$ cat src/rtl/jpeg_pkg.sv
// -----------------------------------------------------------------------------
// jpeg_pkg
// Shared types and sizing helpers for the jpegCode pixel pipeline.
//   dctPort_t   : valid/data pair used between DCT stages
//   blk_mode_e  : block replay order of the transpose buffer
//   blk_words() : number of samples in an N x N block
//   blk_cnt_w() : width of a counter that walks one N x N block
// -----------------------------------------------------------------------------
package jpeg_pkg;

  localparam int unsigned DCT_PORT_W = 16;

  typedef struct packed {
    logic                  valid;
    logic [DCT_PORT_W-1:0] data;
  } dctPort_t;

  typedef enum logic {
    BLK_PASS      = 1'b0,
    BLK_TRANSPOSE = 1'b1
  } blk_mode_e;

  function automatic int unsigned blk_words(input int unsigned n);
    return n * n;
  endfunction

  function automatic int unsigned blk_cnt_w(input int unsigned n);
    return $clog2(n * n);
  endfunction

endpackage

$ cat src/rtl/dct_bank_ram.sv
// -----------------------------------------------------------------------------
// dct_bank_ram
// Simple dual-port RAM holding one block: one write port and one read port
// whose data is registered (1-cycle read latency). Read data holds its value
// while i_rd_en is low, so it can serve as a stalled pipeline stage.
//   clk        : clock
//   i_wr_en    : write strobe
//   i_wr_addr  : write address
//   i_wr_data  : write data
//   i_rd_en    : read strobe, loads o_rd_data on the next rising edge
//   i_rd_addr  : read address
//   o_rd_data  : registered read data
// -----------------------------------------------------------------------------
module dct_bank_ram
  import jpeg_pkg::*;
#(
  parameter int unsigned DATA_WIDTH = 8,
  parameter int unsigned DEPTH      = 64,
  parameter int unsigned AW         = $clog2(DEPTH)
) (
  input  logic                  clk,
  input  logic                  i_wr_en,
  input  logic [AW-1:0]         i_wr_addr,
  input  logic [DATA_WIDTH-1:0] i_wr_data,
  input  logic                  i_rd_en,
  input  logic [AW-1:0]         i_rd_addr,
  output logic [DATA_WIDTH-1:0] o_rd_data
);

  logic [DATA_WIDTH-1:0] r_mem [DEPTH];
  logic [DATA_WIDTH-1:0] r_rd_data;

  always_ff @(posedge clk) begin
    if (i_wr_en) r_mem[i_wr_addr] <= i_wr_data;
    if (i_rd_en) r_rd_data <= r_mem[i_rd_addr];
  end

  assign o_rd_data = r_rd_data;

endmodule

$ cat src/rtl/dct_transpose_buffer.sv
// -----------------------------------------------------------------------------
// dct_transpose_buffer
// Ping-pong N x N block buffer between the row and column 1-D DCT passes.
// Samples arrive row-major; each block is replayed transposed or unchanged,
// chosen by in_mode sampled with the block's first sample.
//   clk, rst_n            : clock, async active-low reset
//   in_valid/in_ready     : input handshake
//   in_data, in_mode      : sample, replay mode (1 = transpose)
//   out_valid/out_ready   : output handshake
//   out_data              : sample
//   out_first/out_last    : first / last sample of a block
// Read path: issue (address into RAM read register) -> output register.
// Both stages advance together, so a stall freezes the whole read pipe.
// -----------------------------------------------------------------------------
module dct_transpose_buffer
  import jpeg_pkg::*;
#(
  parameter int unsigned DATA_WIDTH = 8,
  parameter int unsigned BLK_N      = 8
) (
  input  logic                  clk,
  input  logic                  rst_n,
  input  logic                  in_valid,
  output logic                  in_ready,
  input  logic [DATA_WIDTH-1:0] in_data,
  input  logic                  in_mode,
  output logic                  out_valid,
  input  logic                  out_ready,
  output logic [DATA_WIDTH-1:0] out_data,
  output logic                  out_first,
  output logic                  out_last
);

  localparam int unsigned DEPTH = blk_words(BLK_N);
  localparam int unsigned CW    = blk_cnt_w(BLK_N);
  localparam int unsigned HW    = CW / 2;
  localparam logic [CW-1:0] CNT_MAX = CW'(DEPTH - 1);

  logic [CW-1:0]         r_wr_cnt, r_rd_cnt;
  logic                  r_wr_bank, r_rd_bank;
  logic [1:0]            r_full, r_mode;
  logic                  r_s1_valid, r_s1_bank, r_s1_first, r_s1_last;
  logic                  r_out_valid, r_out_first, r_out_last;
  logic [DATA_WIDTH-1:0] r_out_data;

  logic                  w_in_acc, w_wr_last, w_adv, w_rd_issue, w_rd_last;
  logic [HW-1:0]         w_rd_row, w_rd_col;
  logic [CW-1:0]         w_rd_addr;
  logic [1:0]            w_full_d;
  logic [DATA_WIDTH-1:0] w_rd_data [2];

  assign in_ready  = !r_full[r_wr_bank];
  assign w_in_acc  = in_valid && in_ready;
  assign w_wr_last = w_in_acc && (r_wr_cnt == CNT_MAX);

  // Output register empty or being consumed: whole read pipe may move.
  assign w_adv      = !r_out_valid || out_ready;
  assign w_rd_issue = r_full[r_rd_bank] && w_adv;
  assign w_rd_last  = w_rd_issue && (r_rd_cnt == CNT_MAX);

  // rd_cnt = {row, col}; transposed address is col*N + row = {col, row}.
  assign w_rd_row  = r_rd_cnt[CW-1:HW];
  assign w_rd_col  = r_rd_cnt[HW-1:0];
  assign w_rd_addr = (r_mode[r_rd_bank] == BLK_TRANSPOSE) ? {w_rd_col, w_rd_row} : r_rd_cnt;

  // Set and clear always target different banks when both fire.
  always_comb begin
    w_full_d = r_full;
    if (w_wr_last) w_full_d[r_wr_bank] = 1'b1;
    if (w_rd_last) w_full_d[r_rd_bank] = 1'b0;
  end

  for (genvar b = 0; b < 2; b++) begin : g_bank
    dct_bank_ram #(
      .DATA_WIDTH (DATA_WIDTH),
      .DEPTH      (DEPTH),
      .AW         (CW)
    ) u_ram (
      .clk       (clk),
      .i_wr_en   (w_in_acc && (r_wr_bank == 1'(b))),
      .i_wr_addr (r_wr_cnt),
      .i_wr_data (in_data),
      .i_rd_en   (w_rd_issue && (r_rd_bank == 1'(b))),
      .i_rd_addr (w_rd_addr),
      .o_rd_data (w_rd_data[b])
    );
  end

  always_ff @(posedge clk or negedge rst_n) begin
    if (!rst_n) begin
      r_wr_cnt  <= '0;
      r_wr_bank <= 1'b0;
      r_mode    <= '0;
    end else if (w_in_acc) begin
      r_wr_cnt <= r_wr_cnt + 1'b1;
      if (r_wr_cnt == '0) r_mode[r_wr_bank] <= in_mode;
      if (w_wr_last) r_wr_bank <= ~r_wr_bank;
    end
  end

  always_ff @(posedge clk or negedge rst_n) begin
    if (!rst_n) begin
      r_rd_cnt  <= '0;
      r_rd_bank <= 1'b0;
    end else if (w_rd_issue) begin
      r_rd_cnt <= r_rd_cnt + 1'b1;
      if (w_rd_last) r_rd_bank <= ~r_rd_bank;
    end
  end

  always_ff @(posedge clk or negedge rst_n) begin
    if (!rst_n) r_full <= '0;
    else        r_full <= w_full_d;
  end

  always_ff @(posedge clk or negedge rst_n) begin
    if (!rst_n) begin
      r_s1_valid  <= 1'b0;
      r_s1_bank   <= 1'b0;
      r_s1_first  <= 1'b0;
      r_s1_last   <= 1'b0;
      r_out_valid <= 1'b0;
      r_out_data  <= '0;
      r_out_first <= 1'b0;
      r_out_last  <= 1'b0;
    end else if (w_adv) begin
      r_s1_valid  <= w_rd_issue;
      r_s1_bank   <= r_rd_bank;
      r_s1_first  <= (r_rd_cnt == '0);
      r_s1_last   <= (r_rd_cnt == CNT_MAX);
      r_out_valid <= r_s1_valid;
      r_out_data  <= w_rd_data[r_s1_bank];
      r_out_first <= r_s1_valid && r_s1_first;
      r_out_last  <= r_s1_valid && r_s1_last;
    end
  end

  assign out_valid = r_out_valid;
  assign out_data  = r_out_data;
  assign out_first = r_out_first;
  assign out_last  = r_out_last;

endmodule

$ cat config.mk
export PLATFORM = sky130hd
export DESIGN_NAME = dct_transpose_buffer
export DESIGN_NICKNAME = d
export VERILOG_FILES = /design/src/rtl/jpeg_pkg.sv /design/src/rtl/dct_bank_ram.sv /design/src/rtl/dct_transpose_buffer.sv
export SDC_FILE = /design/constraint.sdc
export NUM_CORES = 1
export LEC_CHECK = 0
export ABC_AREA = 1
export CAP_MARGIN = 20
export CORE_MARGIN = 1
export CORE_UTILIZATION = 55
export CTS_CLUSTER_DIAMETER = 200
export DETAILED_ROUTE_END_ITERATION = 10
export PLACE_DENSITY_LB_ADDON = 0.25
export SYNTH_ARGS = -nofsm -noshare
export SYNTH_HDL_FRONTEND = slang
export SYNTH_SLANG_ARGS = --single-unit
$ cat constraint.sdc
create_clock -name clk -period 2.6 [get_ports clk]
set_input_delay 0.39 -clock clk [delete_from_list [all_inputs] [get_ports clk]]
set_output_delay 0.39 -clock clk [all_outputs]
set_load 0.005 [all_outputs]
# [After elaboration in Yosys (flattened, before gate mapping)]
# Memory sizes are Yosys's and may differ from the RTL's. A register that Yosys moved wholly into a read port is not among the register bits.
# Index checks and enable logic that the tools add are counted.
# Widths: inputs -> output; s select.
[totals] mem_count=2 elab_cells=72 register_bits=33 in_bits=13 ram_bits=1024 out_inout_bits=12
[op_classes] add_sub_neg=2 eq_ne=2 muxes=21 n_bitwise=6 n_reduce_logical=20 order_cmp=5
[memory_table] name="g_bank[0].u_ram.r_mem" words=64 width=8 rd=1 rd_clocked_by_memory_dff=1 wr=1 line_no="dct_bank_ram.sv:30" text="logic [DATA_WIDTH-1:0] r_mem [DEPTH];"
[memory_table] name="g_bank[1].u_ram.r_mem" words=64 width=8 rd=1 rd_clocked_by_memory_dff=1 wr=1 line_no="dct_bank_ram.sv:30"
[op_table] operator="$mux 8" n=3
[op_table] operator="$add 6x1->6 const B" n=2
[op_table] operator="$eq 6x6->1 const B" n=2
[op_table] operator="$logic_and 1x1->1" n=12
[op_table] operator="$logic_not 6->1" n=2
[op_table] operator="$mux 1" n=12
[op_table] operator="$mux 6" n=1
[op_table] operator="$reduce_and 2->1" n=3
[op_table] operator="$lt 1x2->1 const B" n=2
[op_table] operator="$mux 2" n=2
[op_table] operator="$and 2x2->2" n=1
[op_table] operator="$bwmux 2" n=1
[op_table] operator="$demux 1 s1" n=2
[op_table] operator="$ge 1x1->1 const B" n=2
[op_table] operator="$ge 2x2->1 const B" n=1
[op_table] operator="$logic_not 1->1" n=2
[op_table] operator="$not 1->1" n=2
[op_table] operator="$not 1->2" n=1
[op_table] operator="$not 2->2" n=1
[op_table] operator="$or 2x2->2" n=1
[op_table] operator="$logic_or 1x1->1" n=1

# [Depth between registers and ports, before layout]
# Gate-level depths: netlist of run 1.
[logic_depth] word_depth=8 depth_mapped=16

# [Modules after synthesis]
# From an unflattened synthesis of run 1, not the netlist that was laid out.
[unflattened] cells_unflattened=3819 area_unflattened_um2=44513.9
[modules_own_cells] mod="dct_bank_ram" seq_area_each_um2=15615.0 cells_per_inst=1805 instances=2 area_per_inst_um2=21419.3
[modules_own_cells] mod="dct_transpose_buffer" seq_area_each_um2=825.8 cells_per_inst=209 instances=1 area_per_inst_um2=1675.4

# [Worst setup path after synthesis of run 1]
# OpenSTA, ideal clock, no wires.
[synth_path] kind="register to register" start="reg r_wr_cnt[2]" end="mem g_bank[0].u_ram.r_mem[56][0] (enable)" synth_period_minus_slack_ns=2.172 setup_ns=0.383 setup_slack_ns=0.428 path_buffers=1 path_stages_with_launch=5 arrival_ns=1.789 path_cell_list="dfrtp_1 -> clkbuf_1 -> nor3_1 -> inv_1 -> nor3_1"
[synth_rtl] item="from (decl)" line_no="dct_transpose_buffer.sv:39" text="logic [CW-1:0] r_wr_cnt, r_rd_cnt;"
[synth_rtl] item="from (signal assigned)" line_no="dct_transpose_buffer.sv:95" text="r_wr_cnt <= r_wr_cnt + 1'b1;"
[synth_rtl] item="to (decl)" line_no="dct_bank_ram.sv:30"
# No word-level cell before the write port.

# [Worst setup path after layout of run 1]
[layout_path] start="reg r_rd_bank" end="reg g_bank[1].u_ram.r_rd_data[2], read port of g_bank[1].u_ram.r_mem, data pin"
[layout_via] elab_chain_cells=4 word_cells_on_any_way=7
[layout_lines] item="from (decl)" line_no="dct_transpose_buffer.sv:40" text="logic r_wr_bank, r_rd_bank;"
[layout_lines] item="from (signal assigned)" line_no="dct_transpose_buffer.sv:107" text="if (w_rd_last) r_rd_bank <= ~r_rd_bank;"
[layout_lines] item="$mux 1 (implied by the code) (2 in series)" line_no="dct_transpose_buffer.sv:58" text="assign w_rd_issue = r_full[r_rd_bank] && w_adv;"
[layout_lines] item="$logic_and 1x1->1" line_no="dct_transpose_buffer.sv:58"
[layout_lines] item="$logic_and 1x1->1" line_no="dct_transpose_buffer.sv:83" text=".i_rd_en (w_rd_issue && (r_rd_bank == 1'(b))),"
[layout_lines] item="to (decl)" line_no="dct_bank_ram.sv:31" text="logic [DATA_WIDTH-1:0] r_rd_data;"
# Several ways; a longest one is shown, not always the timed one. The select of a mux whose other input is x is not followed.
# A chain may end at the register's enable or synchronous reset.

==> metrics, run 1 <==
row count 107; Synth Area in Adders 0.105%; CP endpoint kind flop; warnings from Yosys 0; post-route clock period utilization 101%; H-tree levels 3; Min-Delay Path Class input pin to flop; gpl congestion 0.940; Detail Placement HPWL 79.7 mm; sequential power share 29.5%; initial antenna violation count 1; vias in the first global route 31800; CTS tree built; CP endpoint g_bank[1].u_ram.o_rd_data[2]; P_sw approximately 29000 uW; max_cap viols 0; Synth Area in XOR/XNOR 0.202%; multiplexer area fraction after synthesis 0.0236%; type of the worst setup path flop to flop; TritonRoute pass-1 iters 6; switching share of total power 42.1%; WHS about 0.14 ns; # DRC 0; CP Cell Sequence inv_4 -> nand2_4 -> nand2_8 -> nand2_2 -> nand2_8 -> buf_16 -> buf_12 -> buf_16 -> nand3_1 -> nand3_1 -> nand3_1 -> nand3_1 -> nand3_2 -> nand2_1; Initial Util 55.7%; final worst slack -0.0245 ns; worst setup path startpoint r_rd_bank; die area 87800 um^2; post-synthesis simple-gate area fraction 21.9%; Syn Inst Count between 4000 and 5000; Highest Clock Rate 0.381 GHz; CP dominant cell by count nand3_1; largest family of logic cells by synthesized area simple AND/OR/NAND/NOR gates; synthesized area per cell 10.2 um^2; Synth Area in Compound Gates 0.347%; Static Leak 0.0235 uW; gr usage total between 20% and 30%; clock root buffer clkbuf_16; Total Wirelength 133 mm; I/O pins 25; Layout area overhead 16.4%; Layout Nets between 4000 and 5000; Slew @ Worst Pin 0.868 ns; GRT Residual Overflow 0; failing checks negative setup slack; max incr delay on CP 0.46 ns; worst-case reg-to-reg path depth 14; via count 34000; max_slew headroom 42.1%; setup violators final 1; Die Span X 296 um; detailed router's first-iteration violation count 4123; status complete, but fails checks; hold path startpoint in_data[3]; Distinct cells, synth 32; die height around 300 um; flop2flop setup slack -0.02 ns; Layout Skew ~0.043 ns; RR Endpoint g_bank[1].u_ram.o_rd_data[2]; Max FO, Critical Path 32; synthesized flop and latch total between 1000 and 1500; Peak supply drop 0.963 mV; clk slew on worst S/H paths 0.06 ns; P per Cell Area 1230 nW/um^2; count of buffers from port buffering 24; slowest stage cell, crit path dfrtp_2; share of layout cells above drive strength 1 11.0%; Post-Syn Area 47600 um^2; WP data arrival 3.16 ns; core footprint 85400 um^2; fill count 6513; Inserted Clock Buffers between 100 and 150; syn_nets 4681; ant diodes 0; largest net degree at the start of global routing a little over 100; CTS Buffer Depth 3; Clk pwr share 23.5%; Final Critical Period approximately 2.6 ns; Slew Limit Fails 0; Core Util, Final approximately 65%; Place WS -0.174 ns; antenna-violating nets left 0; Worst Setup Start Kind flop; DR vias/cell 5.57; wire per inst approximately 22 um; worst reg2reg startpoint r_rd_bank; first-pass GRT wire length 193 mm; Post-Layout Inst Area 55400 um^2; register area share after synthesis 67.3%; combinational power share 47.0%; depth of the worst hold-timing path 1; endpoints failing hold 0; worst path required time roughly 3.1 ns; total negative slack -0.0245 ns; Num Clock Sinks 1073; Placement Cell Area just over 50000 um^2; Pint 39300 uW; Worst-Skew Late Latency 0.69 ns
-- Yosys cell counts (all sizes together) --
master | count | area share (%)
buf | 213 | 2.3
a2bb2oi | 1 | 0.018
mux2 | 1 | 0.024
nand4 | 2 | 0.026
clkinv | 3 | 0.024
ha | 4 | 0.11
clkbuf | 39 | 0.31
nand3b | 48 | 0.76
o21ai | 9 | 0.095
inv | 942 | 7.4
nor4 | 1 | 0.013
nor3 | 17 | 0.18
a21oi | 5 | 0.053
nand2 | 1053 | 8.4
edfxtp | 1040 | 66
nand3 | 1082 | 11
xor2 | 11 | 0.20
a31oi | 10 | 0.13
o211ai | 1 | 0.016
nor2 | 147 | 1.2
a22o | 1 | 0.018
a21boi | 1 | 0.016
dfrtp | 33 | 1.7
-- per-stage QoR --
| step | total power [uW] | std cells |
|---|---|---|
| after floorplan | 37500 | 4664 |
| after global placement | 49000 | 5875 |
| after detailed placement | 49200 | 5875 |
| after CTS | 65700 | 6081 |
| after global routing | 70600 | 6102 |
| final | 67900 | 6102 |
-- critical path: cells and delay by family (launching register included) --
| family | cells | cell delay (ns) |
|---|---|---|
| buffers and inverters | 4 | 0.68 |
| flip-flops | 1 | 0.46 |
| AND/OR/NAND/NOR | 10 | 1.32 |
-- power by group through the flow --
stage / Combinational, uW / Clock [uW] / Sequential, uW
global placement: 28600 / 0 / 20400
floorplan: 17300 / 0 / 20200
CTS: 29700 / 16000 / 20000
global route: 33800 / 16700 / 20100
finish: 31900 / 16000 / 20000
detailed placement: 28800 / 0 / 20400
-- metal layers --
layer | global-route usage [%] | wire [um] | part of all wire, %
met2 | 46.5 | 61700 | 46
met3 | 5.54 | 14900 | 11
met5 | 0 | 0 | 0
met1 | 41.5 | 52000 | 39
met4 | 9.96 | 4400 | 3.3
-- worst min-delay path by stage --
stage,end,slack [ns]
after floorplan,out_data[0],0.09
after global placement,r_rd_cnt[2],0.49
after detailed placement,r_rd_cnt[4],0.49
after CTS,g_bank[1].u_ram.r_mem[5][3],0.12
after global routing,g_bank[1].u_ram.r_mem[13][3],0.13
final,g_bank[1].u_ram.r_mem[8][3],0.14
-- sequential cells by signal (all words and copies together) (netlist names) --
name and count:
r_wr_bank 1, g_bank.u_ram.o_rd_data 16, out_first 1, r_s1_first 1, r_mode 2, r_rd_bank 1, r_s1_last 1, r_rd_cnt 6
r_s1_valid 1, out_data 8, r_s1_bank 1, g_bank.u_ram.r_mem 1024, out_last 1, r_full 2, out_valid 1, r_wr_cnt 6
-- cells by family after synthesis --
group | count (synthesis)
AOI/OAI and AO/OA | 28
xor gates and xnor gates | 11
adders and majority gates | 4
buffers and inverters | 1197
DFF | 1073
muxes | 1
and+or+nand+nor | 2350
-- cells in the final DEF, fill, tap and decap left out, types with 3 or more instances in the layout --
cell             netlist  final
o21ai_0                6      5
buf_12                 0     52
dfrtp_1               33     29
clkinv_1               3     22
a21oi_1                5      5
nand3_4                0      5
inv_2                  3      3
bufinv_16              0     14
nand3_2                3     14
clkdlybuf4s50_1        0     15
nor3_2                 0      6
buf_6                  2      5
nand3_1             1079   1063
nor3_1                17     11
clkinv_2               0     21
clkbuf_1              39     16
clkinvlp_4             0      9
buf_4                 12    251
nand3b_1              48     48
nand2_4                4      4
nand2_1             1047   1043
xor2_1                11     11
inv_1                938    936
nand2_8                0      4
nor2_1               147    147
edfxtp_1            1040   1040
a31oi_1               10     10
clkbuf_16              0    121
ha_1                   4      4
clkbuf_8               0      3
nand2_2                2      3
buf_16                 0     10
dfrtp_2                0      4
-- layout make-up --
class                      count  area, um^2  share of cell area (%)
sequential                  1073       32100                    57.9
multi-input combinational   2395       11000                    19.9
timing repair buffer         347        3720                    6.72
inverter                     945        3560                    6.43
clock buffer                 131        2900                    5.24
tap                         1144        1430                    2.58
clock inverter                67         732                    1.32
-- repair_timing --
action | CTS | global route
hold endpoints to repair | 34 | 0
resized for setup | 16 | 32
pin swaps | 0 | 4
setup endpoints to repair | 8 | 16
gates cloned | 2 | 11
hold buffers | 2 | 0
setup buffers | 4 | 10
(Power assumes the default switching activity.)
==> run 2: changes to the inputs <==
--- a/config.mk
+++ b/config.mk
@@ -6,6 +6,7 @@
 export NUM_CORES = 1
 export LEC_CHECK = 0
 export ABC_AREA = 1
+export ABC_CLOCK_PERIOD_IN_PS = 2900
 export CAP_MARGIN = 20
 export CORE_MARGIN = 1
 export CORE_UTILIZATION = 55
==> constraint.sdc (replaced) <==
create_clock -name clk -period 2.9 [get_ports clk]
set_input_delay 0.435 -clock clk [delete_from_list [all_inputs] [get_ports clk]]
set_output_delay 0.435 -clock clk [all_outputs]
set_load 0.005 [all_outputs]
==> run 2 against run 1 <==
Net effect:
- the flow now finishes without violations
- worst setup slack better by 0.095 ns
- critical endpoint is now g_bank[1].u_ram.o_rd_data[5]
- critical path type unchanged
- flip-flop and latch count unchanged
- maximum frequency down 7.3%
- highest routed layer unchanged
- routed wire length down 4.2%
==> metrics, run 2 (synthesized netlist as in run 1, its figures left out) <==
die height 296 um; row count roughly 110; I/O pins 25; Slew Limit Fails 0; worst-case reg-to-reg path depth 14; Slew @ Worst Pin 0.861 ns; RR Endpoint g_bank[1].u_ram.o_rd_data[5]; endpoints failing hold 0; setup violators final 0; Post-Layout Inst Area ~55000 um^2; gr usage total 29.3%; Reg area 32100 um^2; clk slew on worst S/H paths 0.07 ns; WP data arrival 3.26 ns; max_slew headroom 42.6%; Layout Skew 0.0340 ns; Min-Delay Path Class input pin to flop; largest reg by FF count g_bank.u_ram.r_mem; flop2flop setup slack 0.07 ns; switching share of total power 41.6%; clock root buffer clkbuf_16; largest net degree at the start of global routing 129; gpl congestion 0.914; number of flip-flops under the largest register name 1024; H-tree levels 3; vias in the first global route 31600; slowest stage cell, crit path dfrtp_2; ant diodes 0; Non-Filler Instances 6037; Initial Util 55.7%; commonest cells after routing, fill and taps aside 1076 x nand3_1, 1044 x nand2_1, 1040 x edfxtp_1; core footprint 85400 um^2; hold path startpoint in_data[0]; post-route clock period utilization between 90% and 100%; Pwr Total 58800 uW; worst reg2reg startpoint r_rd_bank; Core Util, Final 63.9%; Clk pwr share 24.8%; die area between 80000 and 90000 um^2; detailed router's first-iteration violation count 4303; CP dominant cell by count nand3_1; Peak supply drop 1.10 mV; max incr delay on CP 0.49 ns; initial antenna violation count 0; first-pass GRT wire length 191 mm; worst path required time 3.33 ns; commonest non-fill, non-tap cell in the layout nand3_1; type of the worst setup path flop to flop; area occupied by multi-input gates 10900 um^2; P_sw 24500 uW; max_cap viols 0; depth of the worst hold-timing path 1; share of layout cells above drive strength 1 9.28%; Inserted Clock Buffers 110; Total Wirelength 127 mm; Static Leak 0.0231 uW; TritonRoute pass-1 iters 6; Detail Placement HPWL 77.8 mm; antenna-violating nets left 0; dpl cells a little under 6000; CP Cell Sequence inv_4 -> nand2_4 -> nand2_4 -> nand2_1 -> nand2_8 -> inv_12 -> buf_12 -> buf_12 -> nand3_1 -> nand3_1 -> nand3_1 -> nand3_1 -> nand3_1 -> nand2_1; fill count 6598; Pint 34300 uW; via count 33500; Worst-Skew Late Latency 0.70 ns; CTS Buffer Depth 3; Layout Nets 4819; GRT Residual Overflow 0; Placement Cell Area 50700 um^2; Max FO, Critical Path 26; Num Clock Sinks between 1000 and 1500; sequential power share a little under a third; Final Critical Period 2.83 ns; Die Span X roughly 300 um; DR vias/cell approximately 5.6; P per Cell Area 1080 nW/um^2; combinational power share 44.6%; CTS tree built; # DRC 0; Worst Setup Start Kind flop; wire per inst 21.1 um; count of buffers from port buffering 24; CP endpoint kind flop; status completed; Highest Clock Rate 0.353 GHz; Worst Hold End g_bank[1].u_ram.r_mem[14][0]; Layout area overhead 14.5%
-- run 2: changes by cell type in the layout (fill, tap and decap cells not counted), sizes merged --
cell / previous run / this run
clkbuf: 140 / 137
dlygate4sd3: 2 / 1
nand2: 1054 / 1053
bufinv: 14 / 16
clkinvlp: 9 / 5
buf: 319 / 261
clkinv: 46 / 48
bufbuf: 2 / 0
-- run 2: layout make-up --
class	instances	share of cell area [%]
Timing Repair Buffer	278	5.31
Clock buffer	136	5.42
Sequential cell	1073	58.8
Inverter	945	6.54
Multi-Input combinational cell	2394	20.0
Clock inverter	67	1.38
Tap cell	1144	2.62
-- run 2: through the flow --
stage | hold WS (ns) | setup WS [ns] | setup TNS [ns]
6_report | 0.148 | 0.0703 | 0
5_1_grt | 0.152 | -0.00176 | -0.00176
4_1_cts | 0.121 | 0.0502 | 0
3_5_place_dp | 0.492 | 0.0195 | 0
3_3_place_gp | 0.481 | 0.0590 | 0
2_1_floorplan | 0.139 | 0.728 | 0
-- run 2: power by group through the flow --
stage / registers (uW) / clock network [uW] / logic [uW]
detailed placement: 18300 / 0 / 25400
CTS: 18000 / 14700 / 25600
global placement: 18300 / 0 / 25200
finish: 18000 / 14600 / 26200
floorplan: 18100 / 0 / 15500
global route: 18000 / 15300 / 28000
-- run 2: how the worst max path moves through the flow --
stage	startpoint	end	slack (ns)	cells past startpoint
after CTS	r_rd_bank	g_bank[1].u_ram.o_rd_data[1]	0.05	13
after global placement	r_rd_bank	g_bank[1].u_ram.o_rd_data[1]	0.06	14
after floorplan	r_wr_cnt[2]	g_bank[0].u_ram.r_mem[56][0]	0.73	4
after detailed placement	r_rd_bank	g_bank[1].u_ram.o_rd_data[1]	0.02	12
after global routing	r_rd_bank	g_bank[1].u_ram.o_rd_data[5]	-0.002	14
final	r_rd_bank	g_bank[1].u_ram.o_rd_data[5]	0.07	14
-- run 2: per-layer routing --
metal	global-route usage, %	routed length [um]	share of wire [%]
met5	0	0	0
met4	11.8	4860	3.8
met3	4.71	12900	10
met2	44.7	58000	46
met1	42.1	51500	40
-- run 2: critical path: cells and delay by family, from the launching register on --
family,cells,cell delay [ns]
buffers and inverters,4,0.56
DFF,1,0.49
and+or+nand+nor,10,1.49
-- run 2: repair_timing --
action,in CTS,in global routing
resized for setup,2,11
endpoints found under the hold margin,33,0
cloned,0,1
setup endpoints to repair,2,9
hold buffers,1,0
setup buffers,0,0
